==> src/rtl/hazard_controller.sv <==
// ---------------------------------------------------------------------------
// hazard_controller
//
// Hazard and sequencing control for the five-stage RISC-V pipeline. It keeps
// a shadow scoreboard of the EXE and MEM stages (destination register, write
// enable, load flag) and uses it to:
//   - generate EXE operand forwarding selects,
//   - detect load-use hazards and insert a single bubble,
//   - flush wrong-path instructions when a branch resolves taken in EXE,
//   - hold the pipeline while the multi-cycle mul/div unit is busy, with a
//     timeout that forces release and raises a sticky error flag.
//
// Ports:
//   clk                 clock, all state changes on the rising edge
//   rst_n               asynchronous active-low reset
//   i_id_valid          instruction in ID is valid
//   i_id_rs1/i_id_rs2   source register indices in ID
//   i_id_rs1_used/..2   the corresponding source is actually read
//   i_id_rd             destination register index in ID
//   i_id_reg_write      instruction in ID writes the register file
//   i_id_is_load        instruction in ID writes back memory data
//   i_id_is_muldiv      instruction in ID is a multi-cycle mul/div
//   i_exe_branch_taken  branch in EXE resolved taken
//   i_muldiv_done       mul/div result valid this cycle
//   o_pc_stall          hold the PC
//   o_if_id_stall       hold IF/ID
//   o_if_id_flush       clear IF/ID to a NOP
//   o_id_exe_hold       hold ID/EXE
//   o_id_exe_bubble     load zeroed controls into ID/EXE
//   o_exe_mem_bubble    load zeroed controls into EXE/MEM
//   o_fwd_a_sel/b_sel   00 register file, 01 EXE result, 10 MEM result
//   o_muldiv_start      one-cycle start pulse to the mul/div unit
//   o_muldiv_err        sticky mul/div timeout flag
//   o_stall_cycles      saturating count of cycles with o_pc_stall high
// ---------------------------------------------------------------------------
module hazard_controller #(
    parameter int MULDIV_TIMEOUT = 40,
    parameter int STALL_CNT_W    = 16
) (
    input  logic                   clk,
    input  logic                   rst_n,
    input  logic                   i_id_valid,
    input  logic [4:0]             i_id_rs1,
    input  logic [4:0]             i_id_rs2,
    input  logic                   i_id_rs1_used,
    input  logic                   i_id_rs2_used,
    input  logic [4:0]             i_id_rd,
    input  logic                   i_id_reg_write,
    input  logic                   i_id_is_load,
    input  logic                   i_id_is_muldiv,
    input  logic                   i_exe_branch_taken,
    input  logic                   i_muldiv_done,
    output logic                   o_pc_stall,
    output logic                   o_if_id_stall,
    output logic                   o_if_id_flush,
    output logic                   o_id_exe_hold,
    output logic                   o_id_exe_bubble,
    output logic                   o_exe_mem_bubble,
    output logic [1:0]             o_fwd_a_sel,
    output logic [1:0]             o_fwd_b_sel,
    output logic                   o_muldiv_start,
    output logic                   o_muldiv_err,
    output logic [STALL_CNT_W-1:0] o_stall_cycles
);

    // Busy counter only has to reach MULDIV_TIMEOUT-1.
    localparam int BUSY_W = (MULDIV_TIMEOUT > 1) ? $clog2(MULDIV_TIMEOUT) : 1;
    localparam logic [BUSY_W-1:0] BUSY_LAST = BUSY_W'(MULDIV_TIMEOUT - 1);

    typedef enum logic [0:0] {
        ST_RUN     = 1'b0,
        ST_MD_BUSY = 1'b1
    } state_t;

    state_t                 r_state;
    logic                   r_md_start;
    logic                   r_md_err;
    logic [BUSY_W-1:0]      r_busy_cnt;
    logic [STALL_CNT_W-1:0] r_stall_cnt;

    // Shadow scoreboard of the EXE and MEM stages.
    logic [4:0] r_exe_rd;
    logic       r_exe_wr;
    logic       r_exe_ld;
    logic [4:0] r_mem_rd;
    logic       r_mem_wr;

    // Per-source match and forwarding; index 0 is rs1, index 1 is rs2.
    logic [1:0][4:0] w_src_rs;
    logic [1:0]      w_src_used;
    logic [1:0]      w_exe_match;
    logic [1:0]      w_mem_match;
    logic [1:0][1:0] w_fwd_sel;

    assign w_src_rs   = {i_id_rs2, i_id_rs1};
    assign w_src_used = {i_id_rs2_used, i_id_rs1_used};

    genvar gi;
    generate
        for (gi = 0; gi < 2; gi++) begin : g_src
            assign w_exe_match[gi] = r_exe_wr && (r_exe_rd != 5'd0) &&
                                     w_src_used[gi] && (r_exe_rd == w_src_rs[gi]);
            assign w_mem_match[gi] = r_mem_wr && (r_mem_rd != 5'd0) &&
                                     w_src_used[gi] && (r_mem_rd == w_src_rs[gi]);
            // A load in EXE has no result yet, so it can only be forwarded
            // from MEM (which happens after the load-use bubble).
            assign w_fwd_sel[gi]   = (w_exe_match[gi] && !r_exe_ld) ? 2'b01 :
                                     w_mem_match[gi]                ? 2'b10 : 2'b00;
        end
    endgenerate

    logic w_busy;
    logic w_timeout;
    logic w_md_release;
    logic w_md_hold;
    logic w_branch;
    logic w_load_use;
    logic w_lu_stall;
    logic w_issue_md;
    logic w_pc_stall;

    assign w_busy       = (r_state == ST_MD_BUSY);
    assign w_timeout    = w_busy && !i_muldiv_done && (r_busy_cnt == BUSY_LAST);
    // The timeout cycle behaves exactly like a done cycle.
    assign w_md_release = w_busy && (i_muldiv_done || w_timeout);
    assign w_md_hold    = w_busy && !w_md_release;
    assign w_branch     = !w_busy && i_exe_branch_taken;
    assign w_load_use   = i_id_valid && (|w_exe_match) && r_exe_ld;
    // In MD_BUSY ID is already held, so a load-use needs no action there.
    // A taken branch kills the dependent instruction, so it wins.
    assign w_lu_stall   = !w_busy && w_load_use && !w_branch;
    assign w_issue_md   = !w_busy && i_id_valid && i_id_is_muldiv &&
                          !w_lu_stall && !w_branch;
    assign w_pc_stall   = w_md_hold || w_lu_stall;

    assign o_pc_stall       = w_pc_stall;
    assign o_if_id_stall    = w_pc_stall;
    assign o_if_id_flush    = w_branch;
    assign o_id_exe_hold    = w_md_hold;
    assign o_id_exe_bubble  = w_branch || w_lu_stall;
    assign o_exe_mem_bubble = w_md_hold;
    assign o_fwd_a_sel      = w_fwd_sel[0];
    assign o_fwd_b_sel      = w_fwd_sel[1];
    assign o_muldiv_start   = r_md_start;
    assign o_muldiv_err     = r_md_err;
    assign o_stall_cycles   = r_stall_cnt;

    // Control FSM with registered start pulse and error flag.
    always_ff @(posedge clk or negedge rst_n) begin
        if (!rst_n) begin
            r_state    <= ST_RUN;
            r_md_start <= 1'b0;
            r_md_err   <= 1'b0;
            r_busy_cnt <= '0;
        end else begin
            case (r_state)
                ST_RUN: begin
                    if (w_issue_md) begin
                        r_state    <= ST_MD_BUSY;
                        r_md_start <= 1'b1;
                        r_busy_cnt <= '0;
                    end else begin
                        r_md_start <= 1'b0;
                    end
                end
                ST_MD_BUSY: begin
                    r_md_start <= 1'b0;
                    if (w_md_release) begin
                        r_state <= ST_RUN;
                    end else begin
                        r_busy_cnt <= r_busy_cnt + BUSY_W'(1);
                    end
                end
                default: begin
                    r_state    <= ST_RUN;
                    r_md_start <= 1'b0;
                end
            endcase
            if (w_timeout) begin
                r_md_err <= 1'b1;
            end
        end
    end

    // Scoreboard follows what the ID/EXE and EXE/MEM registers do.
    always_ff @(posedge clk or negedge rst_n) begin
        if (!rst_n) begin
            r_exe_rd <= 5'd0;
            r_exe_wr <= 1'b0;
            r_exe_ld <= 1'b0;
            r_mem_rd <= 5'd0;
            r_mem_wr <= 1'b0;
        end else if (w_md_hold) begin
            // EXE keeps the mul/div; a bubble drains into MEM.
            r_mem_wr <= 1'b0;
        end else begin
            r_mem_rd <= r_exe_rd;
            r_mem_wr <= r_exe_wr;
            if (w_branch || w_lu_stall) begin
                r_exe_wr <= 1'b0;
                r_exe_ld <= 1'b0;
            end else begin
                r_exe_rd <= i_id_rd;
                r_exe_wr <= i_id_valid && i_id_reg_write;
                r_exe_ld <= i_id_valid && i_id_is_load;
            end
        end
    end

    always_ff @(posedge clk or negedge rst_n) begin
        if (!rst_n) begin
            r_stall_cnt <= '0;
        end else if (w_pc_stall && (r_stall_cnt != {STALL_CNT_W{1'b1}})) begin
            r_stall_cnt <= r_stall_cnt + STALL_CNT_W'(1);
        end
    end

endmodule
==> config.mk <==
export PLATFORM = sky130hd
export DESIGN_NAME = hazard_controller
export DESIGN_NICKNAME = d
export VERILOG_FILES = /design/src/rtl/hazard_controller.sv
export SDC_FILE = /design/constraint.sdc
export NUM_CORES = 1
export LEC_CHECK = 0
export BUFFER_PORTS_ARGS = -buffer_cell sky130_fd_sc_hd__clkbuf_2
export CAP_MARGIN = 5
export CORE_UTILIZATION = 35
export CTS_BUF_LIST = sky130_fd_sc_hd__clkbuf_8
export CTS_CLUSTER_DIAMETER = 80
export DETAILED_ROUTE_END_ITERATION = 10
export GPL_TIMING_DRIVEN = 1
export PLACE_DENSITY = 0.57
export SETUP_SLACK_MARGIN = 0.5
export SLEW_MARGIN = 5
export SYNTH_ARGS = -nofsm -noshare
export SYNTH_HDL_FRONTEND = slang
export SYNTH_SLANG_ARGS = --single-unit
==> constraint.sdc <==
create_clock -name clk -period 5.1 [get_ports clk]
set_input_delay 0.255 -clock clk [delete_from_list [all_inputs] [get_ports clk]]
set_output_delay 0.255 -clock clk [all_outputs]
set_load 0.005 [all_outputs]
==> metrics.csv, run 1 <==
stage,metric,value,unit
synthesis,synth_edf_count,0,
final_layout,drive_gt1_frac,0.381,
drt,drtAntennaViolNets,0,
placement,port_buffers,52,
critical_path,cp_slowest_cell,a2111oi_4,
die,placementRows,27,
final_layout,antenna_cells,0,
critical_path,crit_chain,xor2_1 > nor4_2 > nand3_2 > a2111oi_4 > or2_1 > clkbuf_2,
drt,totalWireLength,4250,um
final_layout,syn2layout_area_growth,22.0,%
final_layout,final_nets,265,
clock_network,cts_root_buf,clkbuf_8,
die,die_h,78.8,um
sta,period_share,0.470,
sta,min_period,2400,ps
synthesis,ys_ff_latch,38,
sta,fin_setup_tns,0,ps
drt,first_pass_iters,4,
die,core_area,5610,um^2
die,die_w,78.8,um
clock_network,tritoncts,yes,
critical_path,reg2reg_depth,7,
global_route,grt_max_degree,39,
critical_path,max_stage_delay,440,ps
drt,via_per_inst,4.68,
critical_path,arrival,2140,ps
power_and_ir_drop,power_density,330,nW/um^2
sta,setup_viol,0,
critical_path,required,4850,ps
drt,wire_per_inst,13.7,um
final_layout,n_fill_cell,565,
sta,fin_hold_ws,114,ps
die,ioPinCount,53,
die,start_util,0.368,
power_and_ir_drop,leakage,1.24,nW
status,status,"complete, no violations",
drt,drtIter0Drc,82,
clock_network,cts_hold_buf,0,
placement,hpwl,3220,um
clock_network,cts_buffer_depth,2,
synthesis,synth_area_per_cell,11.2,um^2
sta,hold_violations,0,
synthesis,yosysTopAreaCellShare,0.461,
final_layout,final_util,0.449,
final_layout,multi_input_area,1050,um^2
critical_path,r2r-end,r_exe_rd[1]$_DFFE_PN0P_,
synthesis,synth.distinct_cells,39,
hold_path,hold_path_class,input pin to asynchronous set/reset pin,
sta,skew,6.69,ps
critical_path,critPathMaxFanout,5,
synthesis,synthTopCellsByArea,"dfrtp_1, xor2_1, mux2_4, mux2_2, nand3_1",
critical_path,crit_type,flop to primary output,
synthesis,synth-main-ff-cell,dfrtp_1,
placement,placed_cells,303,
power_and_ir_drop,power,0.830,mW
global_route,grt_pass1_vias,1416,
final_layout,final_cells,311,
synthesis,synth_fp_nets,211,
clock_network,post_cts_buffers,0,
clock_network,clock_sinks,38,
clock_network,cts_max_level,2,
sta,slew_viol_final,0,
final_layout,seq_area,951,um^2
sta,worst_pin_slew,968,ps
synthesis,ys_seq_area_frac,0.461,
clock_network,clk_pin_slew,80,ps
synthesis,syn-cell-area,2060,um^2
drt,route.detailed.drc,0,
synthesis,synthCells,184,
global_route,grt_use_total,0.150,
global_route,grt_overflow,0,
critical_path,crit_family,simple AND/OR/NAND/NOR gates,
synthesis,ys_warn_count,0,
synthesis,yosysMostFrequentCell,dfrtp_1,
global_route,grt_pass1_wl,7130,um
critical_path,cp-end-kind,primary output,
die,dieArea,6210,um^2
critical_path,crit-reg2reg-launch,r_exe_rd[1]$_DFFE_PN0P_,
synthesis,netlist_top_cells_count,"dfrtp_1, xor2_1, nand2_1, nand3_1, nor3_1",
placement,gp_congestion,0.765,
flow_run,cap_violations,0,
synthesis,synth_top_area_cell,dfrtp_1,
clock_network,clock_latency,290,ps
synthesis,async_reset_ff_frac,1.00,
critical_path,crit_buf_inv,1,
clock_network,cts_made_buffers,5,
critical_path,cp-start-kind,flop,
drt,num_vias,1457,
sta,relSlewSlack,0.355,
sta,rsz0062_at_grt,no,
global_route,antenna_found_initial,0,
critical_path,ff2ff_setup_slack,2770,ps
power_and_ir_drop,ir_drop,0.135,mV
clock_network,cts_resized,0,
sta,fmax,417,MHz
report_power, final:
group / internal, mW / switching, mW
Sequential: 0.333 / 0.0434
Clock: 0.209 / 0.105
Combinational: 0.0755 / 0.0638
Total: 0.617 / 0.212
cell families after synthesis:
group | share of synthesized area
flops | 0.461
buf+inv | 0.0297
fa+ha+maj | 0.0121
mux | 0.0764
compound gates | 0.0516
simple gates | 0.208
xor+xnor | 0.161
layout by cell type (no fill, tap or decap), types with 2 or more instances in the layout:
cell / count
ha_1: 2
nor2_1: 6
nor3_1: 8
nor4_1: 3
and3_1: 2
nand2_1: 14
nand3_1: 11
o21ai_0: 3
or4_1: 2
mux2_2: 5
o21ai_2: 3
or2_1: 2
clkbuf_8: 6
clkbuf_2: 52
inv_1: 4
bufinv_16: 2
nor4_2: 2
nor2_2: 7
nor2b_1: 3
mux2_4: 6
nand4_1: 5
xnor2_1: 5
dfrtp_1: 38
xor2_1: 33
layer usage:
metal / part of all wire / up-vias / routed length, um / global-route usage
met5: 0 / - / 0 / 0
met4: 0.012 / 0 / 51 / 0.0444
met3: 0.040 / 6 / 171 / 0.0414
met2: 0.46 / 30 / 1950 / 0.226
met1: 0.49 / 680 / 2080 / 0.209
li1: - / 741 / - / -
area by class of cell:
cell class / instances / share of cell area
Inverter: 4 / 0.00596
Clock inverter: 2 / 0.0239
Tap cell: 72 / 0.0358
Multi-Input combinational cell: 136 / 0.417
Sequential cell: 38 / 0.378
Clock buffer: 6 / 0.0328
Timing Repair Buffer: 53 / 0.106
worst max-delay path by stage:
| stage | start | endpoint | slack [ps] | cells past startpoint |
|---|---|---|---|---|
| finish | r_exe_rd[4]$_DFFE_PN0P_ | o_if_id_stall | 2700 | 6 |
| global route | r_exe_rd[1]$_DFFE_PN0P_ | o_pc_stall | 2470 | 6 |
| CTS | r_exe_rd[4]$_DFFE_PN0P_ | o_if_id_stall | 2670 | 6 |
| detailed placement | r_exe_rd[4]$_DFFE_PN0P_ | r_exe_rd[1]$_DFFE_PN0P_ | 2770 | 7 |
| global placement | r_exe_rd[2]$_DFFE_PN0P_ | r_exe_rd[4]$_DFFE_PN0P_ | 2810 | 7 |
| floorplan | r_exe_rd[4]$_DFFE_PN0P_ | o_stall_cycles[1]$_DFFE_PN0P_ | 2960 | 7 |
flip-flops by register name (all words and copies together), names as in the netlist:
register and count:
o_muldiv_err 1, o_muldiv_start 1, r_exe_ld 1, o_stall_cycles 16
r_state 1, r_exe_wr 1, r_mem_wr 1, r_mem_rd 5
r_exe_rd 5, r_busy_cnt 6
worst register-to-register path: stages (launching register included):
cell and delay, ps:
dfrtp_1 440, xor2_1 190, nor4_1 280, nand3_1 210, a211o_1 330, nand2b_1 100
or2_1 330, mux2_4 340
through the flow:
step	instance area [um^2]	setup WS (ps)
after floorplan	2060	2960
after global placement	2370	2810
after detailed placement	2370	2770
after CTS	2520	2670
after global routing	2520	2470
final	2520	2700
(Power assumes the default switching activity.)
==> run 2, diff against run 1 <==
==> constraint.sdc (replaced) <==
create_clock -name clk -period 2.3 [get_ports clk]
set_input_delay 0.115 -clock clk [delete_from_list [all_inputs] [get_ports clk]]
set_output_delay 0.115 -clock clk [all_outputs]
set_load 0.005 [all_outputs]
==> run 2 against run 1 <==
  * The run now ends with hold timing left
  * Total power is 140% higher
  * Critical path depth is 2 higher
  * Hold slack worse by 140 ps
  * Highest routed layer unchanged
  * Routed wire length is 18% higher
  * Final cell count is 12% higher
==> metrics.csv, run 2 (synthesis gave the netlist of run 1 again) <==
stage,metric,value,unit,change
status,status,finished with violations,,
status,violations,hold timing,,
clock_network,clock_sinks,38,,unchanged
sta,skew,5.61,ps,-1.08 ps
power_and_ir_drop,power,1.96,mW,+140%
final_layout,largest_reg_flops,16,,unchanged
die,die_h,78.8,um,unchanged
critical_path,arrival,2470,ps,+330 ps
placement,gp_congestion,0.805,,+5.3%
sta,hold_violations,38,,+38
drt,first_pass_iters,4,,unchanged
sta,fin_hold_ws,-30.2,ps,-144 ps
global_route,grt_pass1_vias,1685,,+19%
die,die_w,78.8,um,unchanged
power_and_ir_drop,ir_drop,0.314,mV,+130%
final_layout,final_cells,349,,+12%
critical_path,cp-start-kind,flop,,
drt,num_vias,1672,,+15%
global_route,grt_pass1_wl,8250,um,+16%
drt,drtAntennaViolNets,0,,unchanged
final_layout,antenna_cells,0,,unchanged
placement,hpwl,3340,um,+3.7%
die,dieArea,6210,um^2,unchanged
final_layout,final_nets,303,,+14%
global_route,grt_use_total,0.176,,+0.0261
critical_path,required,2480,ps,-2370 ps
final_layout,syn2layout_area_growth,47.7,%,
global_route,grt_overflow,0,,unchanged
critical_path,cp-end-kind,flop,,
clock_network,cts_root_buf,clkbuf_8,,
hold_path,hold_path_class,input pin to asynchronous set/reset pin,,
drt,drtIter0Drc,83,,+1.2%
sta,period_share,0.995,,
sta,min_period,2290,ps,
flow_run,cap_violations,0,,unchanged
sta,fmax,437,MHz,
die,placementRows,27,,unchanged
clock_network,clk_pin_slew,80,ps,about the same
global_route,grt_max_degree,39,,unchanged
sta,slew_viol_final,0,,unchanged
global_route,antenna_found_initial,0,,unchanged
die,core_area,5610,um^2,unchanged
power_and_ir_drop,leakage,1.49,nW,+21%
placement,placed_cells,315,,+4.0%
placement,pre_cts_ws,-48.6,ps,-2820 ps
sta,worst_pin_slew,978,ps,+10.7 ps
die,ioPinCount,53,,unchanged
die,start_util,0.368,,unchanged
clock_network,tritoncts,yes,,
drt,via_per_inst,4.79,,+2.3%
sta,relSlewSlack,0.348,,-0.00712
drt,route.detailed.drc,0,,unchanged
sta,setup_viol,0,,unchanged
sta,setup_ws,12.6,ps,-2690 ps
clock_network,clock_latency,300,ps,about the same
drt,wire_per_inst,14.4,um,+5.3%
final_layout,drive_gt1_frac,0.527,,+0.146
critical_path,crit_type,flop to flop,,
final_layout,final_common_cell,clkbuf_2,,
power_and_ir_drop,power_density,642,nW/um^2,+95%
clock_network,cts_made_buffers,5,,unchanged
clock_network,cts_buffer_depth,2,,unchanged
clock_network,cts_hold_buf,0,,unchanged
final_layout,final_cell_mix,"clkbuf_2, dfrtp_1, xor2_1",,
placement,port_buffers,52,,unchanged
critical_path,critPathMaxFanout,6,,+1
drt,totalWireLength,5020,um,+18%
clock_network,cts_max_level,2,,unchanged
sta,rsz0062_at_grt,yes,,
## run 2: cell count changes in the layout (fill, tap and decap cells not counted), sizes merged
cell / delta
clkinv: +1
o22ai: +1
buf: +41
clkbuf: -5
## run 2: routing by layer
layer,routed length (um),track usage,share of wire
met1,2400,0.243,0.48
met2,2390,0.272,0.48
met3,195,0.0414,0.039
met4,44,0.0556,0.0088
met5,0,0,0
## run 2: per-stage QoR
step | hold WS [ps] | setup TNS [ps] | area, um^2 | util
detailed placement | 328 | -154 | 2500 | 0.446
floorplan | -181 | 0 | 2110 | -
CTS | 3.17 | 0 | 2880 | 0.514
global route | 48.5 | -1420 | 3050 | 0.544
global placement | 321 | -96.3 | 2500 | 0.446
finish | -30.2 | 0 | 3050 | 0.544
## run 2: area by class of cell
cell class / instances / area [um^2]
clock buffers: 5 / 68.8
fillers: 497 / 2560
repair buffers: 90 / 646
clock inverters: 3 / 68.8
inverters: 4 / 15.0
well taps: 72 / 90.1
multi-input cells: 137 / 1210
flip-flops and latches: 38 / 953
## run 2: report_power, final
part,switching (mW),leakage (nW),internal (mW)
registers,0.105,0.496,0.740
clock network,0.257,0.0683,0.435
logic,0.177,0.930,0.243
## run 2: path summary, 6_finish.rpt
| check | slack (ps) | end | cells past startpoint | start |
|---|---|---|---|---|
| worst max-delay path | 10 | r_exe_rd[3]$_DFFE_PN0P_ | 8 | r_exe_rd[3]$_DFFE_PN0P_ |
| worst min-delay path | -30 | r_exe_rd[2]$_DFFE_PN0P_ | 1 | rst_n |
| worst max register to register | 10 | r_exe_rd[3]$_DFFE_PN0P_ | 8 | r_exe_rd[3]$_DFFE_PN0P_ |
| worst min register to register | 490 | o_stall_cycles[11]$_DFFE_PN0P_ | 1 | o_stall_cycles[11]$_DFFE_PN0P_ |
| max in group asynchronous | 1670 | r_exe_rd[3]$_DFFE_PN0P_ | 1 | rst_n |
| min in group clk | 50 | r_exe_rd[1]$_DFFE_PN0P_ | 2 | i_id_rd[1] |
## run 2: what timing repair did
action,in CTS,in global routing
gates cloned,1,0
setup buffers,17,8
setup endpoints to repair,45,44
endpoints found under the hold margin,0,0
pin swaps,19,14
gates resized for setup,21,20
## run 2: critical path, cell delays in order, from the launching register on
cell	delay [ps]
dfrtp_2	450
xor2_2	160
nor4_2	290
nand3_2	160
buf_4	160
a211o_1	300
nand2b_1	120
or2_4	220
mux2_4	310
==> run 3, diff against run 2 <==
--- a/config.mk
+++ b/config.mk
@@ -7,14 +7,16 @@
 export LEC_CHECK = 0
 export BUFFER_PORTS_ARGS = -buffer_cell sky130_fd_sc_hd__clkbuf_2
 export CAP_MARGIN = 5
+export CELL_PAD_IN_SITES_DETAIL_PLACEMENT = 0
+export CELL_PAD_IN_SITES_GLOBAL_PLACEMENT = 2
 export CORE_UTILIZATION = 35
 export CTS_BUF_LIST = sky130_fd_sc_hd__clkbuf_8
 export CTS_CLUSTER_DIAMETER = 80
 export DETAILED_ROUTE_END_ITERATION = 10
 export GPL_TIMING_DRIVEN = 1
-export PLACE_DENSITY = 0.57
+export HOLD_SLACK_MARGIN = 0.02
+export PLACE_DENSITY = 0.83
 export SETUP_SLACK_MARGIN = 0.5
-export SLEW_MARGIN = 5
 export SYNTH_ARGS = -nofsm -noshare
 export SYNTH_HDL_FRONTEND = slang
 export SYNTH_SLANG_ARGS = --single-unit
==> run 3 against run 2 <==
  * The flow now finishes without violations
  * Global-route usage is 1.5 points lower
  * Total power is 0.53% lower
  * Sequential share of layout area grew 0.46 points
  * Clock power increased by 0.7%
  * Clock skew is 6.6 ps higher
  * Flip-flop and latch count did not move
  * Final cell count shrank 1.4%
  * Hold slack improved by 87 ps
  * Via count down 2.2%
  * Critical path depth decreased by 1
  * Core utilization shrank 0.78 points
  * Register-to-register slack gained 40 ps
==> metrics.csv, run 3 (synthesis gave the netlist of run 1 again) <==
stage,metric,value,unit,change
status,status,"complete, no violations",,
drt,first_pass_iters,4,,unchanged
hold_path,hold_path_class,input pin to flop,,
drt,drtAntennaViolNets,0,,unchanged
global_route,grt_pass1_wl,7680,um,-6.9%
drt,top_layer,met4,,
critical_path,crit_type,flop to primary output,,
final_layout,final_area,3000,um^2,-1.4%
clock_network,cts_made_buffers,5,,unchanged
power_and_ir_drop,power_density,648,nW/um^2,+0.92%
sta,fin_setup_tns,0,ps,unchanged
sta,worst_pin_slew,927,ps,-51.0 ps
critical_path,critPathMaxFanout,5,,-1
sta,min_period,2270,ps,-19.6 ps
clock_network,clock_sinks,38,,unchanged
global_route,grt_overflow,0,,unchanged
critical_path,arrival,2150,ps,-320 ps
drt,wire_per_inst,13.6,um,-5.8%
die,die_h,78.8,um,unchanged
final_layout,largest_reg_flops,16,,unchanged
final_layout,final_cell_mix,"clkbuf_2, dfrtp_1, xor2_1",,
sta,period_share,0.986,,-0.00853
drt,num_vias,1636,,-2.2%
critical_path,required,2180,ps,-300 ps
placement,postPlaceCellArea,2480,um^2,-0.90%
die,start_util,0.368,,unchanged
sta,setup_viol,0,,unchanged
final_layout,final_nets,298,,-1.7%
clock_network,clk_pin_slew,70,ps,about the same
global_route,grt_use_total,0.162,,-0.0147
clock_network,cts_buffer_depth,2,,unchanged
clock_network,cts_root_buf,clkbuf_8,,
placement,gp_congestion,0.786,,-2.3%
sta,fmax,441,MHz,+0.86%
final_layout,seq_area,953,um^2,unchanged
die,die_w,78.8,um,unchanged
power_and_ir_drop,leakage,1.45,nW,-3.2%
sta,hold_violations,0,,-100%
sta,relSlewSlack,0.382,,+0.0340
die,core_area,5610,um^2,unchanged
sta,slew_viol_final,0,,unchanged
global_route,grt_max_degree,39,,unchanged
drt,route.met2.wl,2380,um,-0.25%
placement,hpwl,3220,um,-3.4%
final_layout,multi_input_area,1190,um^2,-1.7%
global_route,antenna_found_initial,0,,unchanged
final_layout,n_fill_cell,525,,+5.6%
flow_run,cap_violations,0,,unchanged
drt,via_per_inst,4.76,,-0.73%
drt,totalWireLength,4670,um,-7.1%
drt,wirelength_met1,2080,um,-13%
drt,route.detailed.drc,0,,unchanged
drt,drtIter0Drc,43,,-48%
power_and_ir_drop,ir_drop,0.305,mV,-2.9%
global_route,grt_pass1_vias,1610,,-4.5%
drt,dr_wl_met3,135,um,-31%
die,dieArea,6210,um^2,unchanged
final_layout,antenna_cells,0,,unchanged
clock_network,tritoncts,yes,,
clock_network,clock_latency,290,ps,about the same
sta,skew,12.2,ps,+6.59 ps
final_layout,final_common_cell,clkbuf_2,,
die,ioPinCount,53,,unchanged
critical_path,cp-start-kind,flop,,
placement,port_buffers,52,,unchanged
clock_network,cts_max_level,2,,unchanged
die,placementRows,27,,unchanged
critical_path,cp-end-kind,primary output,,
sta,rsz0062_at_grt,yes,,
final_layout,syn2layout_area_growth,45.6,%,
final_layout,drive_gt1_frac,0.522,,-0.00502
[run 3: cell types whose count changed in the layout (fill, tap and decap cells not counted), moves of 2 or more]
cell      before  now
buf_12         3    1
buf_2          0    3
buf_4         25   19
clkbuf_2      48   44
mux2_2         2    5
mux2_4        10    7
nor3_2         2    5
nor3_4         3    0
[run 3: worst paths after layout]
check | endpoint | depth (start not counted) | slack, ps | from
worst max register to register | o_stall_cycles[12]$_DFFE_PN0P_ | 8 | 50 | r_exe_rd[1]$_DFFE_PN0P_
min in group asynchronous | o_stall_cycles[9]$_DFFE_PN0P_ | 2 | 490 | rst_n
max in group asynchronous | r_exe_rd[1]$_DFFE_PN0P_ | 2 | 1160 | rst_n
worst min register to register | o_muldiv_err$_DFFE_PN0P_ | 1 | 480 | o_muldiv_err$_DFFE_PN0P_
worst min-delay path | r_exe_wr$_DFFE_PN0N_ | 3 | 60 | i_id_reg_write
worst max-delay path | o_if_id_stall | 7 | 30 | r_exe_rd[1]$_DFFE_PN0P_
[run 3: report_power, final]
part           switching, mW  internal, mW  total [mW]
clock network          0.234         0.463       0.697
registers              0.101         0.740       0.841
logic                  0.168         0.239       0.407
total                  0.504          1.44        1.95
[run 3: timing repair]
action                                  in CTS  in global routing
cloned                                       1                  1
hold endpoints to repair                    38                  0
endpoints found under the setup margin      43                 42
hold buffers                                 1                  0
setup buffers                               10                 11
gates resized for setup                     14                 33
pin swaps                                   16                 13
[run 3: layout make-up]
cell class	instances	area share
clock inverters	2	0.0200
repair buffers	85	0.205
clock buffers	6	0.0275
flip-flops and latches	38	0.317
well taps	72	0.0300
multi-input cells	137	0.395
inverters	4	0.00500
[run 3: layer usage]
metal,up-vias,global-route usage
li1,817,-
met1,786,0.201
met2,28,0.267
met3,5,0.0356
met4,0,0.0722
met5,-,0
[run 3: through the flow]
step	cells	setup slack [ps]	hold WS [ps]	util	power [mW]
2_1_floorplan	184	172	-181	-	1.04
3_3_place_gp	312	66.2	307	0.442	1.18
3_5_place_dp	312	16.5	307	0.442	1.18
4_1_cts	332	23.9	39.4	0.494	1.92
5_1_grt	344	-84.0	39.9	0.536	2.06
6_report	344	32.2	56.3	0.536	1.95
[run 3: worst max-delay path, stage by stage (launching register included)]
cell and delay, ps:
dfrtp_2 440, xor2_1 150, nor4_1 320, nand3_1 210
a2111oi_4 310, buf_4 190, or2_4 150, buf_6 90
